<file path="src/rtl/calc_sram.sv">
// calc_sram: single-port-pair SRAM with power-on zero sweep, error flag and access counters
package calculator_pkg;
  parameter int ADDR_W        = 5;
  parameter int MEM_WORD_SIZE = 64;
endpackage

module calc_sram
  import calculator_pkg::*;
#(
  parameter int DEPTH          = 2**ADDR_W,
  parameter bit CLEAR_ON_RESET = 1'b1
) (
  input  logic                     clk_i,
  input  logic                     rst_ni,
  input  logic                     read,
  input  logic [ADDR_W-1:0]        r_addr,
  output logic [MEM_WORD_SIZE-1:0] r_data,
  input  logic                     write,
  input  logic [ADDR_W-1:0]        w_addr,
  input  logic [MEM_WORD_SIZE-1:0] w_data,
  output logic                     ready_o,
  output logic                     err_o,
  output logic [15:0]              rd_cnt_o,
  output logic [15:0]              wr_cnt_o
);
  typedef enum logic {INIT, READY} state_t;
  localparam logic [ADDR_W:0]   LIM    = (ADDR_W+1)'(DEPTH);
  localparam logic [ADDR_W-1:0] LAST   = ADDR_W'(DEPTH-1);
  localparam state_t            RST_ST = CLEAR_ON_RESET ? INIT : READY;
  state_t                     r_state, w_next;
  logic [ADDR_W-1:0]          r_sweep;
  logic [MEM_WORD_SIZE-1:0]   r_mem [2**ADDR_W];
  logic                       w_rd_ok, w_wr_ok, w_err;
  assign w_rd_ok = (r_state == READY) && !read  && ({1'b0, r_addr} < LIM);
  assign w_wr_ok = (r_state == READY) && !write && ({1'b0, w_addr} < LIM);
  assign w_err   = (!read && !w_rd_ok) || (!write && !w_wr_ok);
  assign ready_o = (r_state == READY);
  // leave INIT on the edge that clears the last word
  always_comb begin
    w_next = r_state;
    if (r_state == INIT && r_sweep == LAST) w_next = READY;
  end
  // state, sweep pointer, read data, error flag and counters
  always_ff @(posedge clk_i or negedge rst_ni) begin
    if (!rst_ni) begin
      r_state  <= RST_ST;
      r_sweep  <= '0;
      r_data   <= '0;
      err_o    <= 1'b0;
      rd_cnt_o <= '0;
      wr_cnt_o <= '0;
    end else begin
      r_state <= w_next;
      if (r_state == INIT) r_sweep <= r_sweep + 1'b1;
      if (w_rd_ok) r_data <= (w_wr_ok && w_addr == r_addr) ? w_data : r_mem[r_addr];
      if (w_err) err_o <= 1'b1;
      if (w_rd_ok && rd_cnt_o != 16'hFFFF) rd_cnt_o <= rd_cnt_o + 16'd1;
      if (w_wr_ok && wr_cnt_o != 16'hFFFF) wr_cnt_o <= wr_cnt_o + 16'd1;
    end
  end
  // array is not reset; writes are blocked while reset is held so pending accesses are discarded
  always_ff @(posedge clk_i) begin
    if (rst_ni) begin
      if (r_state == INIT) r_mem[r_sweep] <= '0;
      else if (w_wr_ok) r_mem[w_addr] <= w_data;
    end
  end
endmodule

</file>
<file path="config.mk">
export PLATFORM = sky130hd
export DESIGN_NAME = calc_sram
export DESIGN_NICKNAME = d
export VERILOG_FILES = /design/src/rtl/calc_sram.sv
export SDC_FILE = /design/constraint.sdc
export NUM_CORES = 2
export LEC_CHECK = 0
export CORE_UTILIZATION = 45
export DETAILED_ROUTE_END_ITERATION = 7
export GPL_ROUTABILITY_DRIVEN = 0
export PLACE_DENSITY = 0.65
export SETUP_SLACK_MARGIN = 0.02
export SYNTH_ARGS = -nofsm -noshare
export SYNTH_HDL_FRONTEND = slang
export SYNTH_SLANG_ARGS = --single-unit
</file>
<file path="constraint.sdc">
create_clock -name clk_i -period 5.2 [get_ports clk_i]
set_input_delay 1.56 -clock clk_i [delete_from_list [all_inputs] [get_ports clk_i]]
set_output_delay 1.56 -clock clk_i [all_outputs]
set_load 0.01 [all_outputs]
</file>
==> impl_metrics.json <==
{
  "min-delay-path-class": "reg -> reg",
  "cp.required_ns": 5.67,
  "stdcell_area_mm2": 0.0960,
  "irDropWorstVdd_mv": 0.388,
  "flow.area_growth_from_synthesis_pct": 15.9,
  "worstSetupEndpointType": "flop",
  "clock-root-buffer": "clkbuf_16",
  "final.period_utilization_pct": 77.2,
  "ys_ff_latch": 2151,
  "fin_nets": 4281,
  "timing.max_cap.violations": 0,
  "total_power_mw": 35.9,
  "detailed_place.area_mm2": 0.0892,
  "synth_warnings": 0,
  "cts_max_level": 4,
  "cts-buffers-inserted": 210,
  "synthTopCellsByCount": "edfxtp_1, mux4_2, mux2i_1",
  "grt_setup_unrepaired": "false",
  "grt_max_degree": 81,
  "fillers": 14000,
  "cts_hold_repair_buffers": 0,
  "layout_cell_share_with_drive_strength_beyond_1_pct": 25.1,
  "grt_antenna_before_repair": 1,
  "synthTopCellsByArea": "edfxtp_1, mux4_2, dfrtp_1, mux2i_1, o22ai_1",
  "cp_max_delay_cell": "and3b_4",
  "ctsResizeCount": 0,
  "relSlewSlack_pct": 27.2,
  "synth_ff_type": "edfxtp_1",
  "grtUsageMet2_pct": 36.0,
  "hold_viol": 0,
  "timing.critical_path.slowest_cell_delay_ns": 0.60,
  "power.leakage_nw": 34.4,
  "yosys.area.top_type_share_pct": 74.2,
  "outcome": "completed",
  "core_region_area_mm2": 0.183,
  "vias": 41300,
  "average_instance_area_after_synthesis_um2": 21.8,
  "critical_path_arrival_ns": 4.48,
  "setup_total_negative_slack_ns": 0,
  "setup.worst_path.start_class": "primary input",
  "cts_tree": "done",
  "setup.worst_path.class": "in -> reg",
  "synth_most_common_cell": "edfxtp_1",
  "max-clock-path-buffers": 3,
  "grt_pass1_vias": 41400,
  "critical_path_peak_fanout": 31,
  "route.detailed.wl_per_inst_um": 30.5,
  "num_io_pins": 176,
  "initial_utilization_pct": 45.3,
  "synth_area_leader_cell": "edfxtp_1",
  "yosysUniqueCellTypes": 54,
  "synth_enable_flop_cells": 2048,
  "postRouteWirelength_mm": 209,
  "final.min_clock_period_ns": 4.02,
  "power_density_mw_per_mm2": 374,
  "worstPathCellList": "clkdlybuf4s50_1 -> and3b_4 -> mux2i_1 -> nand2_1 -> nor2_4 -> buf_4",
  "post_synth_inst_count": 3808,
  "report.final.setup_viol": 0,
  "cts_sinks": 2151,
  "ys_async_sr_fraction_pct": 4.79,
  "number_of_routed_nets_with_antenna_violations": 0,
  "n_antenna_cell": 0,
  "groute.usage.overall_pct": 22.6,
  "globalRoute.totalOverflow": 0,
  "io_buffers": 175,
  "clkLatencyLatePin_ns": 0.85,
  "placementRows": 157,
  "clock_skew_ns": 0.0426,
  "global_route_wire_length_before_repair_mm": 300,
  "tightest_slew_ns": 1.09,
  "postCtsSetupRepairBufs": 0,
  "max_freq_mhz": 249,
  "drt_pre_antenna_iters": 6,
  "slew_violations": 0,
  "globalRouteMet1Util_pct": 31.8,
  "netlist_area_mm2": 0.0828,
  "met3_usage_pct": 3.92,
  "postLayoutCoreUtil_pct": 52.5,
  "grt-busiest-layer": "met2",
  "clock_pin_slew_of_the_registers_on_the_worst_case_setup_and_hold_paths_ns": 0.06,
  "drt_first_iter_violations": 5021,
  "remaining_drc_errors": 0,
  "die-height_um": 431,
  "hold-worst-slack_ns": 0.495,
  "floorplan.die_area_mm2": 0.186,
  "die_w_um": 431,
  "dp_hpwl_mm": 116,
  "viasPerCell": 6.03,
  "mappedNetlistNets": 3890,
  "seq_area_frac_synth_pct": 77.4
}
-- where the power goes --
group          leakage, nW  switching, mW  internal [mW]  total (mW)
combinational         7.70           1.07          0.766        1.84
sequential            23.4          0.127           19.0        19.1
clock                 3.31           6.50           8.41        14.9
-- path summary, 6_finish.rpt --
kind	slack [ns]	endpoint	depth (start not counted)	start
hold / removal	0.50	r_data[13]	2	r_data[13]
setup reg to reg	1.75	r_mem[1][13]	5	ready_o
hold reg to reg	0.50	r_data[13]	2	r_data[13]
setup / recovery	1.18	r_mem[1][13]	6	write
max in group asynchronous	3.45	r_data[2]	3	rst_ni
min in group asynchronous	0.75	rd_cnt_o[3]	2	rst_ni
-- per-stage QoR --
step | std cells | worst slack [ns]
5_1_grt | 6844 | 1.15
3_3_place_gp | 6451 | 0.449
4_1_cts | 6844 | 1.30
6_report | 6844 | 1.18
3_5_place_dp | 6451 | 0.395
2_1_floorplan | 3808 | -0.550
-- critical path: cells and delay by family --
family                 cells  cell delay, ns
buffers and inverters      2            1.07
multiplexers               1            0.36
AND/OR/NAND/NOR            3            1.45
-- kinds of logic (layout without fill, tap and decap cells) --
group                      after synthesis  count (layout)  share of synthesized area, %
DFF                                   2151            2151                          77.4
muxes                                  688             688                          16.1
and+or+nand+nor                        470             470                          2.78
AOI/OAI and AO/OA                      253             253                          2.03
buffers and inverters                  206             778                          1.27
xor gates and xnor gates                36              36                         0.381
adders and majority gates                4               4                        0.0604
-- per-layer routing --
| layer | part of all wire, % | wire (um) |
|---|---|---|
| met5 | 0.0034 | 7 |
| met2 | 48 | 101000 |
| met3 | 7.6 | 15900 |
| met1 | 41 | 85800 |
| met4 | 2.8 | 5830 |
-- cells in the final DEF (no fill, tap or decap), drive strengths merged, types with 31 or more instances in the layout --
cell,instances
nor2,93
edfxtp,2048
clkbuf,279
a22oi,62
and2,70
buf,215
mux2i,149
dfrtp,103
clkinv,90
nand3,58
o22ai,84
nor3,65
xnor2,31
mux4,515
clkdlybuf4s50,169
o21ai,43
nand2,106
-- state kept, by name (all words and copies together), names as in the netlist --
signal and flops:
wr_cnt_o 16, r_mem 2048, err_o 1, rd_cnt_o 16
r_data 64, r_sweep 5, ready_o 1
-- final cells by class --
type                       instances  area [um2]  share of cell area, %
sequential                      2151       64100                   66.8
multi-input combinational       1451       18000                   18.8
clock buffer                     279        5730                   5.97
timing repair buffer             384        4030                   4.20
tap                             2464        3080                   3.21
clock inverter                   114        1050                   1.09
inverter                           1        3.75                0.00391
Power figures use the tool's default switching activity.
